**src/rtl/adder_rr_arbiter_pkg.sv**
```systemverilog
// Shared constants and the operand record for the round-robin shared-adder block.
package adder_pkg;
  localparam int DATA_W   = 32;
  localparam int SUM_W    = DATA_W + 1;
  localparam int ID_MAX_W = 4;

  typedef struct packed {
    logic signed [DATA_W-1:0] a;
    logic signed [DATA_W-1:0] b;
    logic [ID_MAX_W-1:0]      id;
  } operand_t;
endpackage

```
**src/rtl/adder_rr_arbiter_if.sv**
```systemverilog
// Request and response bundle between the requesters/consumer and the shared adder.
interface adder_rr_arbiter_if
  import adder_pkg::*;
#(
  parameter int N_REQ = 4,
  parameter int ID_W  = 2
);
  logic [N_REQ-1:0]        req_valid;
  logic [DATA_W*N_REQ-1:0] req_a;
  logic [DATA_W*N_REQ-1:0] req_b;
  logic [N_REQ-1:0]        req_ready;
  logic                    rsp_valid;
  logic [SUM_W-1:0]        rsp_sum;
  logic [ID_W-1:0]         rsp_id;
  logic                    rsp_ready;

  modport master (
    output req_valid, req_a, req_b, rsp_ready,
    input  req_ready, rsp_valid, rsp_sum, rsp_id
  );

  modport slave (
    input  req_valid, req_a, req_b, rsp_ready,
    output req_ready, rsp_valid, rsp_sum, rsp_id
  );
endinterface

```
**src/rtl/adder_rr_arbiter_rr_picker.sv**
```systemverilog
// Round-robin picker: first set request after i_ptr, wrapping modulo N_REQ.
module rr_picker #(
  parameter int N_REQ = 4,
  parameter int ID_W  = 2
) (
  input  logic [N_REQ-1:0] i_req,
  input  logic [ID_W-1:0]  i_ptr,
  output logic [N_REQ-1:0] o_gnt,
  output logic [ID_W-1:0]  o_idx,
  output logic             o_any
);
  logic [ID_W-1:0] w_j;

  always_comb begin
    o_gnt = '0;
    o_idx = '0;
    o_any = 1'b0;
    w_j   = '0;
    // The pointer itself is visited last, so the previous winner has lowest priority.
    for (int k = 1; k <= N_REQ; k++) begin
      w_j = ID_W'((int'(i_ptr) + k) % N_REQ);
      if (!o_any && i_req[w_j]) begin
        o_any      = 1'b1;
        o_gnt[w_j] = 1'b1;
        o_idx      = w_j;
      end
    end
  end
endmodule

```
**src/rtl/ripple_carry_adder.sv**
```systemverilog
// 32-bit ripple-carry adder; bit 32 of the result is the raw carry-out.
module ripple_carry_adder
  import adder_pkg::*;
(
  input  logic signed [DATA_W-1:0] i_a,
  input  logic signed [DATA_W-1:0] i_b,
  output logic [SUM_W-1:0]         o_sum
);
  logic [DATA_W:0] w_c;

  always_comb begin
    w_c   = '0;
    o_sum = '0;
    for (int i = 0; i < DATA_W; i++) begin
      o_sum[i]   = i_a[i] ^ i_b[i] ^ w_c[i];
      w_c[i+1]   = (i_a[i] & i_b[i]) | (w_c[i] & (i_a[i] ^ i_b[i]));
    end
    o_sum[DATA_W] = w_c[DATA_W];
  end
endmodule

```
**src/rtl/adder_rr_arbiter.sv**
```systemverilog
// One shared adder behind a round-robin arbiter: operand stage p1, result stage p2,
// tagged responses with downstream backpressure.
module adder_rr_arbiter
  import adder_pkg::*;
#(
  parameter int N_REQ = 4,
  parameter int ID_W  = 2
) (
  input  logic              clk,
  input  logic              rst,
  adder_rr_arbiter_if.slave bus
);
  logic signed [DATA_W-1:0] w_a_arr [N_REQ];
  logic signed [DATA_W-1:0] w_b_arr [N_REQ];
  logic [N_REQ-1:0]         w_gnt;
  logic [ID_W-1:0]          w_idx;
  logic                     w_any;
  logic                     w_s2_load;
  logic                     w_s1_en;
  logic [ID_W-1:0]          r_ptr;

  operand_t                 r_op_p1;
  logic                     r_vld_p1;
  logic [SUM_W-1:0]         w_sum_p1;

  logic [SUM_W-1:0]         r_sum_p2;
  logic [ID_W-1:0]          r_id_p2;
  logic                     r_vld_p2;

  for (genvar g = 0; g < N_REQ; g++) begin : g_unpack
    assign w_a_arr[g] = bus.req_a[g*DATA_W +: DATA_W];
    assign w_b_arr[g] = bus.req_b[g*DATA_W +: DATA_W];
  end

  rr_picker #(
    .N_REQ (N_REQ),
    .ID_W  (ID_W)
  ) u_picker (
    .i_req (bus.req_valid),
    .i_ptr (r_ptr),
    .o_gnt (w_gnt),
    .o_idx (w_idx),
    .o_any (w_any)
  );

  assign w_s2_load = r_vld_p1 && (!r_vld_p2 || bus.rsp_ready);
  assign w_s1_en   = !r_vld_p1 || w_s2_load;

  assign bus.req_ready = w_gnt & {N_REQ{w_s1_en & ~rst}};

  // Stage p1: operand register, filled from the granted requester
  always_ff @(posedge clk) begin
    if (rst) begin
      r_vld_p1 <= 1'b0;
      r_ptr    <= ID_W'(N_REQ - 1);
    end else if (w_s1_en) begin
      r_vld_p1 <= w_any;
      if (w_any) begin
        r_ptr <= w_idx;
      end
    end
  end

  always_ff @(posedge clk) begin
    if (w_s1_en && w_any) begin
      r_op_p1.a  <= w_a_arr[w_idx];
      r_op_p1.b  <= w_b_arr[w_idx];
      r_op_p1.id <= ID_MAX_W'(w_idx);
    end
  end

  ripple_carry_adder u_adder (
    .i_a   (r_op_p1.a),
    .i_b   (r_op_p1.b),
    .o_sum (w_sum_p1)
  );

  // Stage p2: result register driving the response channel
  always_ff @(posedge clk) begin
    if (rst) begin
      r_vld_p2 <= 1'b0;
      r_sum_p2 <= '0;
      r_id_p2  <= '0;
    end else if (w_s2_load) begin
      r_vld_p2 <= 1'b1;
      r_sum_p2 <= w_sum_p1;
      r_id_p2  <= ID_W'(r_op_p1.id);
    end else if (bus.rsp_ready) begin
      r_vld_p2 <= 1'b0;
    end
  end

  assign bus.rsp_valid = r_vld_p2;
  assign bus.rsp_sum   = r_sum_p2;
  assign bus.rsp_id    = r_id_p2;
endmodule

```
**src/flat_wrapper.sv**
```systemverilog
// flat-port wrapper written by rule: the top's interface ports become plain ports
module adder_rr_arbiter_flat import adder_pkg::*;
#(
  parameter int N_REQ = 4,
  parameter int ID_W  = 2
)
  (clk, rst, bus_req_valid, bus_req_a, bus_req_b, bus_rsp_ready, bus_req_ready, bus_rsp_valid, bus_rsp_sum, bus_rsp_id);
  adder_rr_arbiter_if #(.N_REQ(N_REQ), .ID_W(ID_W)) bus_i ();
  input  logic clk;
  input  logic rst;
  input wire logic [$bits(bus_i.req_valid)-1:0] bus_req_valid;
  input wire logic [$bits(bus_i.req_a)-1:0] bus_req_a;
  input wire logic [$bits(bus_i.req_b)-1:0] bus_req_b;
  input wire logic [$bits(bus_i.rsp_ready)-1:0] bus_rsp_ready;
  output wire logic [$bits(bus_i.req_ready)-1:0] bus_req_ready;
  output wire logic [$bits(bus_i.rsp_valid)-1:0] bus_rsp_valid;
  output wire logic [$bits(bus_i.rsp_sum)-1:0] bus_rsp_sum;
  output wire logic [$bits(bus_i.rsp_id)-1:0] bus_rsp_id;
  assign bus_i.req_valid = bus_req_valid;
  assign bus_i.req_a = bus_req_a;
  assign bus_i.req_b = bus_req_b;
  assign bus_i.rsp_ready = bus_rsp_ready;
  assign bus_req_ready = bus_i.req_ready;
  assign bus_rsp_valid = bus_i.rsp_valid;
  assign bus_rsp_sum = bus_i.rsp_sum;
  assign bus_rsp_id = bus_i.rsp_id;
  adder_rr_arbiter #(.N_REQ(N_REQ), .ID_W(ID_W)) u_core (.clk(clk), .rst(rst), .bus(bus_i));
endmodule
```
**config.mk**
```make
export PLATFORM = sky130hd
export DESIGN_NAME = adder_rr_arbiter_flat
export DESIGN_NICKNAME = d
export VERILOG_FILES = /design/src/rtl/adder_rr_arbiter_pkg.sv /design/src/rtl/adder_rr_arbiter_if.sv /design/src/rtl/adder_rr_arbiter_rr_picker.sv /design/src/rtl/ripple_carry_adder.sv /design/src/rtl/adder_rr_arbiter.sv /design/src/flat_wrapper.sv
export SDC_FILE = /design/constraint.sdc
export NUM_CORES = 1
export LEC_CHECK = 0
export ABC_AREA = 1
export CORE_ASPECT_RATIO = 1.25
export CORE_MARGIN = 1
export CORE_UTILIZATION = 46
export DETAILED_ROUTE_END_ITERATION = 12
export GPL_ROUTABILITY_DRIVEN = 0
export PLACE_DENSITY = 0.91
export SLEW_MARGIN = 20
export SYNTH_ARGS = -nofsm -noshare
export SYNTH_HDL_FRONTEND = slang
export SYNTH_SLANG_ARGS = --single-unit
```
**constraint.sdc**
```tcl
create_clock -name clk -period 21.1 [get_ports clk]
set_input_delay 4.22 -clock clk [delete_from_list [all_inputs] [get_ports clk]]
set_output_delay 4.22 -clock clk [all_outputs]
set_load 0.01 [all_outputs]
```
## After elaboration in Yosys (flattened, before gate mapping)

Index checks and enable logic that the tools add are counted.

| storage, ports and cells | value |
|---|---|
| bits in registers | 105 |
| output and inout port bits | 40 |

| cells by class | value |
|---|---|
| $add $sub $neg | 4 |
| order comparisons | 9 |
| multiplexer cells | 36 |
| bitwise gates (word level) | 164 |
| reduce and logical (&&, ||, !) cells | 18 |

Operator list:

| operator | count |
|---|---|
| binary-select mux 32 bit (select 2 bit) | 2 |
| 2-to-1 mux 32 bit | 4 |
| AND 1 bit | 64 |
| XOR 1 bit | 63 |
| bitwise OR 1 bit | 31 |
| 2-to-1 mux 4 bit | 4 |
| 2-to-1 mux 1 bit | 14 |
| less-than comparator 2 x 3 -> 1 bit, second input constant | 4 |
| bitwise OR 4 bit | 3 |
| logical AND 1 bit | 9 |
| binary-select mux 1 bit (select 2 bit) | 4 |
| demux 1 bit (select 2 bit) | 4 |
| >= comparator 2 x 1 -> 1 bit, second input constant | 4 |
| 2-to-1 mux 2 bit | 4 |
| logical NOT 1 bit | 5 |
| adder 2 x 1 -> 2 bit, second input constant | 2 |
| adder 2 bit, second input constant | 2 |
| AND 4 bit | 1 |
| >= comparator 3 bit, second input constant | 1 |
| NOT 2 -> 3 bit | 1 |
| logical OR 1 bit | 2 |
| AND reduction 2 bit | 1 |
| nonzero test 2 bit | 1 |
| NOT 1 bit | 1 |

## Logic depth before layout (Yosys ltp)

| depth | value |
|---|---|
| word-level depth | 63 |
| mapped depth | 36 |
| depth with buffers taken out | 36 |

## By module

A second synthesis with hierarchy kept.

| second synthesis, totals | value |
|---|---|
| cells, all modules | 925 |
| area, all modules | 7100.6 um^2 |

Modules (own cells, without submodules):

| module | times used | cells each | area each (um^2) |
|---|---|---|---|
| adder_rr_arbiter | 1 | 809 | 5972.0 |
| ripple_carry_adder | 1 | 42 | 670.6 |
| rr_picker | 1 | 74 | 457.9 |

## Worst setup path before layout

OpenSTA, ideal clock, no wires.

| path | value |
|---|---|
| kind | register to register |
| from | register u_core.r_op_p1[4] (netlist bit) |
| to | register u_core.r_sum_p2[31] (netlist: u_core.bus.rsp_sum[31]) |
| arrival | 14.461 ns |
| required time | 21.030 ns |
| setup slack | 6.569 ns |
| cell stages (with the launch flop) | 37 |
| period minus slack after synthesis | 14.531 ns |
| path through | edfxtp_1 > ha_1 > fa_1 > fa_1 > fa_1 > fa_1 > fa_1 > fa_1 > fa_1 > fa_1 > fa_1 > fa_1 > fa_1 > fa_1 > fa_1 > fa_1 > fa_1 > inv_1 > fa_1 > inv_1 > fa_1 > fa_1 > fa_1 > fa_1 > fa_1 > fa_1 > fa_1 > fa_1 > fa_1 > fa_1 > fa_1 > fa_1 > fa_1 > fa_1 > inv_1 > fa_1 > a21oi_1 |

| on the way | value |
|---|---|
| longest elaborated chain between the ends | 62 |

RTL lines:

| what | RTL line | text |
|---|---|---|
| start: declaration | adder_rr_arbiter.sv:22 | `operand_t r_op_p1;` |
| AND 1 bit (2 in a row) | ripple_carry_adder.sv:16 | `w_c[i+1] = (i_a[i] & i_b[i]) \| (w_c[i] & (i_a[i] ^ i_b[i]));` |
| bitwise OR 1 bit | ripple_carry_adder.sv:16 |  |
| AND 1 bit | ripple_carry_adder.sv:16 |  |
| bitwise OR 1 bit | ripple_carry_adder.sv:16 |  |
| AND 1 bit | ripple_carry_adder.sv:16 |  |
| bitwise OR 1 bit | ripple_carry_adder.sv:16 |  |
| AND 1 bit | ripple_carry_adder.sv:16 |  |
| bitwise OR 1 bit | ripple_carry_adder.sv:16 |  |
| (+45 left out) | -- |  |
| bitwise OR 1 bit | ripple_carry_adder.sv:16 |  |
| AND 1 bit | ripple_carry_adder.sv:16 |  |
| bitwise OR 1 bit | ripple_carry_adder.sv:16 |  |
| AND 1 bit | ripple_carry_adder.sv:16 |  |
| bitwise OR 1 bit | ripple_carry_adder.sv:16 |  |
| AND 1 bit | ripple_carry_adder.sv:16 |  |
| bitwise OR 1 bit | ripple_carry_adder.sv:16 |  |
| XOR 1 bit | ripple_carry_adder.sv:15 | `o_sum[i] = i_a[i] ^ i_b[i] ^ w_c[i];` |
| end signal: assignment | adder_rr_arbiter.sv:86 | `r_sum_p2 <= w_sum_p1;` |
| end: declaration | adder_rr_arbiter.sv:26 | `logic [SUM_W-1:0] r_sum_p2;` |

Every way passes these cells.
A chain may end at the register's enable or synchronous reset.

## Worst setup path in the final report

Ends and elaborated chain as after synthesis.

==> impl_metrics.toml <==
[worst_setup_path]
reg2reg_slack_ns = 5.94
slowest_stage = "fa_1"
arrival_ns = 15.41
critPathMaxFanout = 1
timing.rr.end = "u_core.bus.rsp_sum[31]"
cp_common_cell = "fa_1"
r2r_cells = 36
worstSetupPathType = "reg2reg"
critPathLaunchType = "register"
required_ns = 21.35
r2r_start = "u_core.r_op_p1[4]"
cp-end-kind = "register"
slowest_delay_ns = 0.49

[global_route]
grt_pass1_wl_um = 36600
grt.overflow.total = 0
grt-busiest-layer = "met2"
grt_max_degree = 78
antenna_found_initial = 4
grt_use_met1_pct = 30.1
met2_usage_pct = 49.3
grt_pass1_vias = 7536
gr-usage-met3_pct = 4.94
grt_usage_pct = 26.9

[cts]
numCtsBuffers = 9
path_clk_slew_ns = 0.07
cts_hold_buf = 0
cts_buffer_depth = 2
clk_latency_ns = 0.35
cts_resized = 0
post-cts-setup-buffers = 0
cts.sink_count = 105
htree_levels = 3
cts_root_buf = "clkbuf_16"
cts_tree = "done"

[timing]
holdWs_ns = 0.485
fin_crit_sh_pct = 71.9
finalHoldViolations = 0
rsz0062_at_grt = "false"
tightest_slew_ns = 0.987
setup_viol = 0
fin_ws_ns = 5.94
tns_ns = 0
skew_ns = 0.0101
maxSlewViolCount = 0
finalCriticalPeriod_ns = 15.16
fmax_mhz = 66.0
slew_headroom_pct = 33.8

[logic_synthesis]
ys_ff_latch = 105
yosysTopAreaCellShare_pct = 25.3
synth_edf_count = 66
ys_warn_count = 0
netlist_top_cells_count = "inv_1 (279), nand3_1 (261), nand2_1 (237)"
synth.net_count = 1424
synth_cell_types = 26
syn_inst = 1123
netlist_area_um2 = 7830
synth_area_leaders = "edfxtp_1 (25%), nand3_1 (17%), inv_1 (13%)"
yosysMostFrequentCell = "inv_1"
ys.flop_type = "edfxtp_1"
yosys.area.top_type = "edfxtp_1"
async_flop_share_pct = 0
ys_seq_area_share_pct = 35.3
synth.avg_cell_area_um2 = 6.97

[min_path]
min_from = "u_core.bus.rsp_sum[5]"
hold_end = "u_core.bus.rsp_sum[5]"
holdPathStages = 2
hold_class = "reg2reg"

[die]
die_area_um2 = 17500
start_util_pct = 47.7
io_pins = 303
row_count = 52
design.core.area_um2 = 16400
die_x_um = 119
die_h_um = 148

[placed_design]
hpwl_um = 18700
port_buffers = 302
pre_cts_ws_ns = 5.97

[flow_run]
drv_cap = 0

[power]
irDropWorstVdd_v = 0.000123
total_power_w = 0.00179
p_leak_nw = 5.58
p_per_area_nw_per_um2 = 162

[finish]
fin_util_pct = 67.4
area_growth_pct = 41.2
finalNetCount = 1677
n_fill_cell = 1333
layout-drive-gt1-share_pct = 2.90
multi_input_area_um2 = 3580
ff_latch_area_um2 = 2760

[drt]
vias = 7889
via_per_inst = 4.93
drc = 0
drt_iter0_markers = 573
postRouteAntennaNets = 0
wl_um = 23900
first_pass_iters = 5
wl_per_cell_um = 14.9

[outcome]
status = "completed"
[metal layers]
layer  vias up  part of all wire [%]
li1       3947                     -
met1      3574                    38
met2       312                    52
met3        54                   6.2
met4         2                   3.9
met5         -                 0.071
[final cells by class]
type / count / area share [%]
timing repair buffer: 309 / 27.8
sequential: 105 / 25.0
clock inverter: 6 / 0.430
tap: 216 / 2.45
antenna: 3 / 0.0679
inverter: 281 / 9.54
multi-input combinational: 670 / 32.4
clock buffer: 10 / 2.26
[cells by family after synthesis]
| family | share of synthesized area (%) |
|---|---|
| AND/OR/NAND/NOR | 33.1 |
| buffers and inverters | 19.2 |
| flip-flops | 35.3 |
| adder cells (fa/ha/maj) | 9.05 |
| AO/OA/AOI/OAI | 3.29 |
[report_power, final]
| group | switching, W | internal [W] | leakage, nW |
|---|---|---|---|
| registers | 0.0000652 | 0.000390 | 1.01 |
| clock network | 0.0000754 | 0.0000885 | 0.147 |
| logic | 0.000756 | 0.000417 | 4.42 |
| total | 0.000897 | 0.000896 | 5.58 |
[worst max-delay path: cells and delay by family (launching register included)]
| kind | cells | cell delay (ns) |
|---|---|---|
| adder cells (fa/ha/maj) | 32 | 14.30 |
| flip-flops | 1 | 0.37 |
| buffers and inverters | 3 | 0.25 |
| AO/OA/AOI/OAI | 1 | 0.13 |
[state kept, by name, summed over array words and instances (netlist names)]
signal,count
u_core.bus.rsp_id,2
u_core.r_op_p1,66
u_core.r_vld_p1,1
u_core.bus.rsp_valid,1
u_core.bus.rsp_sum,33
u_core.r_ptr,2
[worst max path at each step]
stage,cells after the start,slack [ns],start,to
finish,36,5.94,u_core.r_op_p1[4],u_core.bus.rsp_sum[31]
global route,36,5.45,u_core.r_op_p1[4],u_core.bus.rsp_sum[31]
global placement,36,6.16,u_core.r_op_p1[4],u_core.bus.rsp_sum[31]
CTS,36,5.81,u_core.r_op_p1[4],u_core.bus.rsp_sum[31]
detailed placement,36,5.97,u_core.r_op_p1[4],u_core.bus.rsp_sum[31]
floorplan,36,6.57,u_core.r_op_p1[4],u_core.bus.rsp_sum[31]
[cells in the final DEF, fill, tap and decap left out, drive strengths merged, types with 10 or more instances in the layout]
cell type	netlist	final
clkbuf	11	10
clkdlybuf4s50	0	302
dfxtp	39	39
edfxtp	66	66
fa	31	31
inv	281	283
nand2	241	241
nand3	265	265
nor2	72	72
o21ai	39	39
[per-stage QoR]
| stage | cells | area (µm²) |
|---|---|---|
| 6_report | 1600 | 11100 |
| 5_1_grt | 1598 | 11000 |
| 4_1_cts | 1597 | 11000 |
| 3_5_place_dp | 1581 | 10700 |
| 3_3_place_gp | 1581 | 10700 |
| 2_1_floorplan | 1123 | 7830 |
No activity file was read; power rests on OpenSTA's default activity.
